$ cat src/rtl/rv_pkg.sv
// Values shared by the decode, hazard and register-file logic of the RV32I core.
package rv_pkg;
   localparam int XLEN_DEFAULT  = 32;
   localparam int NREGS_DEFAULT = 32;
   localparam int ZERO_REG      = 0;
endpackage

$ cat src/rtl/reg_file_mp_if.sv
// Decode/writeback bundle of the multi-port register file.
interface reg_file_mp_if
   import rv_pkg::*;
#(
   parameter int XLEN  = XLEN_DEFAULT,
   parameter int NREGS = NREGS_DEFAULT,
   parameter int NRD   = 2
);
   localparam int AW = $clog2(NREGS);

   logic                 we;
   logic [AW-1:0]        waddr;
   logic [XLEN-1:0]      wdata;
   logic [NRD*AW-1:0]    ra;
   logic [NRD*XLEN-1:0]  rd;
   logic [NRD-1:0]       rd_busy;
   logic                 issue_valid;
   logic [AW-1:0]        issue_rd;
   logic                 any_busy;

   modport master (
      output we, waddr, wdata, ra, issue_valid, issue_rd,
      input  rd, rd_busy, any_busy
   );

   modport slave (
      input  we, waddr, wdata, ra, issue_valid, issue_rd,
      output rd, rd_busy, any_busy
   );
endinterface

$ cat src/rtl/reg_scoreboard.sv
// Per-register busy bits: set on issue, cleared on writeback, set wins on a same-register collision.
module reg_scoreboard
   import rv_pkg::*;
#(
   parameter int NREGS = NREGS_DEFAULT,
   parameter int AW    = $clog2(NREGS)
) (
   input  logic             clk,
   input  logic             rst,
   input  logic             set_en,
   input  logic [AW-1:0]    set_addr,
   input  logic             clr_en,
   input  logic [AW-1:0]    clr_addr,
   output logic [NREGS-1:0] busy,
   output logic             any_busy
);
   logic [NREGS-1:0] busy_next;

   // Clear is applied before set so a newer producer to the same register survives.
   always_comb begin
      busy_next = busy;
      if (clr_en && (clr_addr != AW'(ZERO_REG))) busy_next[clr_addr] = 1'b0;
      if (set_en && (set_addr != AW'(ZERO_REG))) busy_next[set_addr] = 1'b1;
      busy_next[ZERO_REG] = 1'b0;
   end

   always_ff @(posedge clk or negedge rst) begin
      if (!rst) busy <= '0;
      else      busy <= busy_next;
   end

   assign any_busy = |busy;
endmodule

$ cat src/rtl/reg_file_mp.sv
// Multi-read-port integer register file with write-first bypass and RAW busy scoreboard.
module reg_file_mp
   import rv_pkg::*;
#(
   parameter int  XLEN  = XLEN_DEFAULT,
   parameter int  NREGS = NREGS_DEFAULT,
   parameter int  NRD   = 2,
   localparam int AW    = $clog2(NREGS)
) (
   input logic           clk,
   input logic           rst,
   reg_file_mp_if.slave  bus
);
   logic [XLEN-1:0]     regs [NREGS];
   logic [NREGS-1:0]    busy;
   logic                any_busy;
   logic                wr_en;
   logic [NRD*XLEN-1:0] rd_flat;
   logic [NRD-1:0]      busy_flat;

   assign wr_en = bus.we && (bus.waddr != AW'(ZERO_REG));

   always_ff @(posedge clk or negedge rst) begin
      if (!rst) begin
         for (int k = 0; k < NREGS; k++) regs[k] <= '0;
      end else if (wr_en) begin
         regs[bus.waddr] <= bus.wdata;
      end
   end

   reg_scoreboard #(
      .NREGS (NREGS),
      .AW    (AW)
   ) u_scoreboard (
      .clk      (clk),
      .rst      (rst),
      .set_en   (bus.issue_valid),
      .set_addr (bus.issue_rd),
      .clr_en   (bus.we),
      .clr_addr (bus.waddr),
      .busy     (busy),
      .any_busy (any_busy)
   );

   // Bypass is gated by rst so a write presented during reset never leaks to rd.
   for (genvar i = 0; i < NRD; i++) begin : g_port
      logic [AW-1:0] addr;
      logic          nz;
      logic          hit;

      assign addr = bus.ra[i*AW +: AW];
      assign nz   = (addr != AW'(ZERO_REG));
      assign hit  = rst && bus.we && (bus.waddr == addr);
      assign rd_flat[i*XLEN +: XLEN] = (!rst || !nz) ? '0 : (hit ? bus.wdata : regs[addr]);
      assign busy_flat[i] = busy[addr] && !hit && nz;
   end

   assign bus.rd       = rd_flat;
   assign bus.rd_busy  = busy_flat;
   assign bus.any_busy = any_busy;
endmodule

$ cat src/flat_wrapper.sv
// flat-port wrapper written by rule: the top's interface ports become plain ports
module reg_file_mp_flat import rv_pkg::*;
#(
   parameter int  XLEN  = XLEN_DEFAULT,
   parameter int  NREGS = NREGS_DEFAULT,
   parameter int  NRD   = 2,
   localparam int AW    = $clog2(NREGS)
)
  (clk, rst, bus_we, bus_waddr, bus_wdata, bus_ra, bus_issue_valid, bus_issue_rd, bus_rd, bus_rd_busy, bus_any_busy);
  reg_file_mp_if #(.XLEN(XLEN), .NREGS(NREGS), .NRD(NRD)) bus_i ();
  input logic clk;
  input logic rst;
  input wire logic [$bits(bus_i.we)-1:0] bus_we;
  input wire logic [$bits(bus_i.waddr)-1:0] bus_waddr;
  input wire logic [$bits(bus_i.wdata)-1:0] bus_wdata;
  input wire logic [$bits(bus_i.ra)-1:0] bus_ra;
  input wire logic [$bits(bus_i.issue_valid)-1:0] bus_issue_valid;
  input wire logic [$bits(bus_i.issue_rd)-1:0] bus_issue_rd;
  output wire logic [$bits(bus_i.rd)-1:0] bus_rd;
  output wire logic [$bits(bus_i.rd_busy)-1:0] bus_rd_busy;
  output wire logic [$bits(bus_i.any_busy)-1:0] bus_any_busy;
  assign bus_i.we = bus_we;
  assign bus_i.waddr = bus_waddr;
  assign bus_i.wdata = bus_wdata;
  assign bus_i.ra = bus_ra;
  assign bus_i.issue_valid = bus_issue_valid;
  assign bus_i.issue_rd = bus_issue_rd;
  assign bus_rd = bus_i.rd;
  assign bus_rd_busy = bus_i.rd_busy;
  assign bus_any_busy = bus_i.any_busy;
  reg_file_mp #(.XLEN(XLEN), .NREGS(NREGS), .NRD(NRD)) u_core (.clk(clk), .rst(rst), .bus(bus_i));
endmodule
$ cat config.mk
export PLATFORM = sky130hd
export DESIGN_NAME = reg_file_mp_flat
export DESIGN_NICKNAME = d
export VERILOG_FILES = /design/src/rtl/rv_pkg.sv /design/src/rtl/reg_file_mp_if.sv /design/src/rtl/reg_scoreboard.sv /design/src/rtl/reg_file_mp.sv /design/src/flat_wrapper.sv
export SDC_FILE = /design/constraint.sdc
export NUM_CORES = 2
export LEC_CHECK = 0
export ABC_CLOCK_PERIOD_IN_PS = 4400
export CAP_MARGIN = 5
export CORE_MARGIN = 4
export CORE_UTILIZATION = 30
export DETAILED_ROUTE_END_ITERATION = 6
export GPL_TIMING_DRIVEN = 0
export PLACE_DENSITY_LB_ADDON = 0.05
export SLEW_MARGIN = 20
export SYNTH_ARGS = -nofsm -noshare
export SYNTH_HDL_FRONTEND = slang
export SYNTH_SLANG_ARGS = --single-unit
$ cat constraint.sdc
create_clock -name clk -period 4.4 [get_ports clk]
set_clock_uncertainty 0.1 [all_clocks]
set_input_delay 0.88 -clock clk [delete_from_list [all_inputs] [get_ports clk]]
set_output_delay 0.88 -clock clk [all_outputs]
set_load 0.02 [all_outputs]
==> flow_summary.yaml <==
synth:
  synth_fa_ha_area_frac: 0
  ys_warn_count: 0
  syn_inst: 4368
  synth_compound_area_frac: 0.0791
  synthXorXnorAreaFrac: 0.00150
  ys_seq_area_frac: 0.452
  dominantRegCellSynth: "dfrtp_1"
  netlist_area_sq_um: 58400
  post_synth_num_cell_types: 61
  syn-num-nets: 4424
  syn_avg_cell_area_sq_um: 13.4
  synth_edf_count: 0
  synth_simple_gate_area_share: 0.0232
  ys_seq_elements: 1055
  synth_top_family_by_area: "multiplexers"
  synthArstFlopShare: 1.00
  synth.area.mux_share: 0.398
global_route:
  grt_util_met3: 0.0918
  grt_remaining_overflow: 0
  antenna_found_initial: 37
  met1_usage: 0.445
  grt_pass1_wl_microns: 453000
  grt_pass1_vias: 44900
  busiest_layer: "met2"
  grt_usage: 0.339
  grt_max_degree: 126
  grtUsageMet2: 0.500
timing:
  finalCritPeriodShare: 1.02
  hold_ws_ns: 0.194
  hold_violations: 0
  worst_slack_ns: -0.0708
  slew_headroom: 0.103
  tightestPinTransition_ns: 1.34
  setup_viol: 20
  rsz0062_at_grt: "true"
  period_needed_ns: 4.47
  fmax_ghz: 0.224
  drv_slew: 0
status:
  status: "finished with violations"
  violations: "setup timing"
detailed_routing:
  via_count: 45200
  drc: 0
  wirelength_microns: 349000
  drt_iter0_markers: 5483
  wl_per_cell_microns: 47.5
  first_pass_iters: 5
  vias_per_cell: 6.15
  antenna_left: 0
pwr:
  irDropWorstVdd_uv: 399
  switchingPower_mw: 10.1
  p_int_mw: 22.0
  power.total_mw: 32.1
  switching_share: 0.314
  pwr-share-seq: 0.408
  p_leak_nw: 31.6
  combinationalPowerShare: 0.226
  clockPowerShare: 0.366
  p_per_area_nw_per_um2: 454
clocking:
  cts-htree-levels: 4
  cts-root-buf: "clkbuf_16"
  tritoncts: "built"
  cts_sinks: 1055
  cts-buffers-inserted: 137
  worstSkewPairLatency_ns: 0.82
  clk_pin_slew_ns: 0.05
  clockBufferDepth: 3
worst_setup_path:
  startpoint_type: "input pin"
  required_ns: 3.42
  worstPathMaxFanout: 10
  cp.arrival_ns: 3.49
  worstSetupEndpointType: "output port"
  critical_path_class: "input pin to output port"
finish:
  drive_gt1_frac: 0.406
  syn2layout_area_growth_pct: 21.2
  final_cells: 7349
  num-nets-final: 4762
placed_design:
  placed_cells: 7048
  place_ws_ns: -3.18
  port_buffers: 112
  globalplace.congestion: 0.942
  place_hpwl_microns: 231000
floorplanning:
  dieArea_sq_um: 202000
  core-area_sq_um: 193000
  fp-row-count: 161
  initial_core_util: 0.302
  chipHeight_microns: 449
  die_w_microns: 449
  io_pins: 123
hold_path:
  min_path_type: "input pin to asynchronous set/reset pin"
flow_run:
  maxCapViolCount: 0
stage by stage:
stage / utilization / area (sq um) / TNS (ns)
after CTS: 0.366 / 70600 / -0.0751
after global routing: 0.366 / 70700 / -0.0100
after global placement: 0.325 / 62600 / -
after floorplan: - / 58400 / 0
final: 0.367 / 70700 / -0.437
after detailed placement: 0.331 / 63800 / -182.27
worst max-delay path, cell delays in order:
cell             delay [ns]
buf_4                  0.18
buf_8                  0.18
buf_6                  0.22
buf_4                  0.52
mux2i_1                0.17
a22oi_1                0.19
a21oi_1                0.12
a211oi_1               0.38
a22o_2                 0.29
clkdlybuf4s15_1        0.32
power groups by stage:
stage / Combinational (mW) / Sequential [mW] / Clock, mW
2_1_floorplan: 4.44 / 12.6 / 0
3_3_place_gp: 6.64 / 13.2 / 0
3_5_place_dp: 6.84 / 13.2 / 0
4_1_cts: 7.16 / 13.0 / 11.9
5_1_grt: 7.60 / 13.3 / 12.3
6_report: 7.26 / 13.1 / 11.7
routing by layer:
layer | vias to the layer above | part of all wire
met5 | - | 0.00031
met4 | 12 | 0.072
met3 | 811 | 0.085
met2 | 2578 | 0.43
met1 | 24500 | 0.42
li1 | 17400 | -
Yosys cell counts (all sizes together), types with 20 or more instances:
cell type / count / area [sq um]
dfrtp: 1055 / 26400
mux2: 997 / 11300
mux2i: 739 / 7400
buf: 295 / 1920
mux4: 200 / 4500
clkbuf: 188 / 714
nand2: 147 / 552
a22o: 132 / 1160
a22oi: 132 / 991
a221oi: 86 / 753
o21ai: 69 / 345
a41oi: 42 / 368
o22ai: 41 / 257
a211oi: 35 / 263
a21oi: 35 / 175
nor2: 25 / 124
o31ai: 20 / 185
layout by cell type (no fill, tap or decap), types with 69 or more instances in the layout:
| master | count |
|---|---|
| buf_2 | 119 |
| o21ai_0 | 69 |
| clkbuf_16 | 142 |
| nand2_1 | 144 |
| buf_6 | 79 |
| buf_4 | 88 |
| clkbuf_1 | 171 |
| mux2i_1 | 735 |
| a22o_1 | 125 |
| dfrtp_1 | 1055 |
| mux4_2 | 200 |
| a22oi_1 | 131 |
| mux2_2 | 927 |
state kept, by name (all words and copies together), names as in the netlist:
register,count
u_core.regs,1024
u_core.u_scoreboard.busy,31
cell type report:
class                   instances  area, sq um
diodes                         13         32.5
plain buffers                 480         3800
clock buffers                 211         4080
clock inverters                32          444
fillers                     18700       122000
inverters                       5         18.8
multi-input cells            2825        29900
flip-flops and latches       1055        26400
well taps                    2526         3160
repair buffers                202         2870
worst paths after layout:
kind / from / to / slack [ns] / depth (start not counted)
worst max-delay path: bus_ra[6] / bus_rd[63] / -0.07 / 10
worst min-delay path: rst / u_core.regs[413]$_DFFE_PN0P_ / 0.19 / 3
max in group asynchronous: rst / u_core.regs[70]$_DFFE_PN0P_ / 1.35 / 6
min in group clk: u_core.regs[997]$_DFFE_PN0P_ / u_core.regs[997]$_DFFE_PN0P_ / 0.38 / 1
worst max register to register: u_core.regs[770]$_DFFE_PN0P_ / u_core.regs[770]$_DFFE_PN0P_ / 3.45 / 1
worst min register to register: u_core.regs[997]$_DFFE_PN0P_ / u_core.regs[997]$_DFFE_PN0P_ / 0.38 / 1
what timing repair did:
action / in CTS / in global routing
pin swaps: 32 / 3
hold buffers: 1 / 0
gates cloned: 13 / 0
resized for setup: 534 / 45
endpoints found under the setup margin: 66 / 45
buffers inserted: 34 / 0
endpoints found under the hold margin: 11 / 0
cells by family after synthesis:
group	count (synthesis)
muxes	1936
buffers and inverters	488
DFF	1055
and+or+nand+nor	274
xor gates and xnor gates	10
AOI/OAI and AO/OA	605
(Power assumes the default switching activity.)
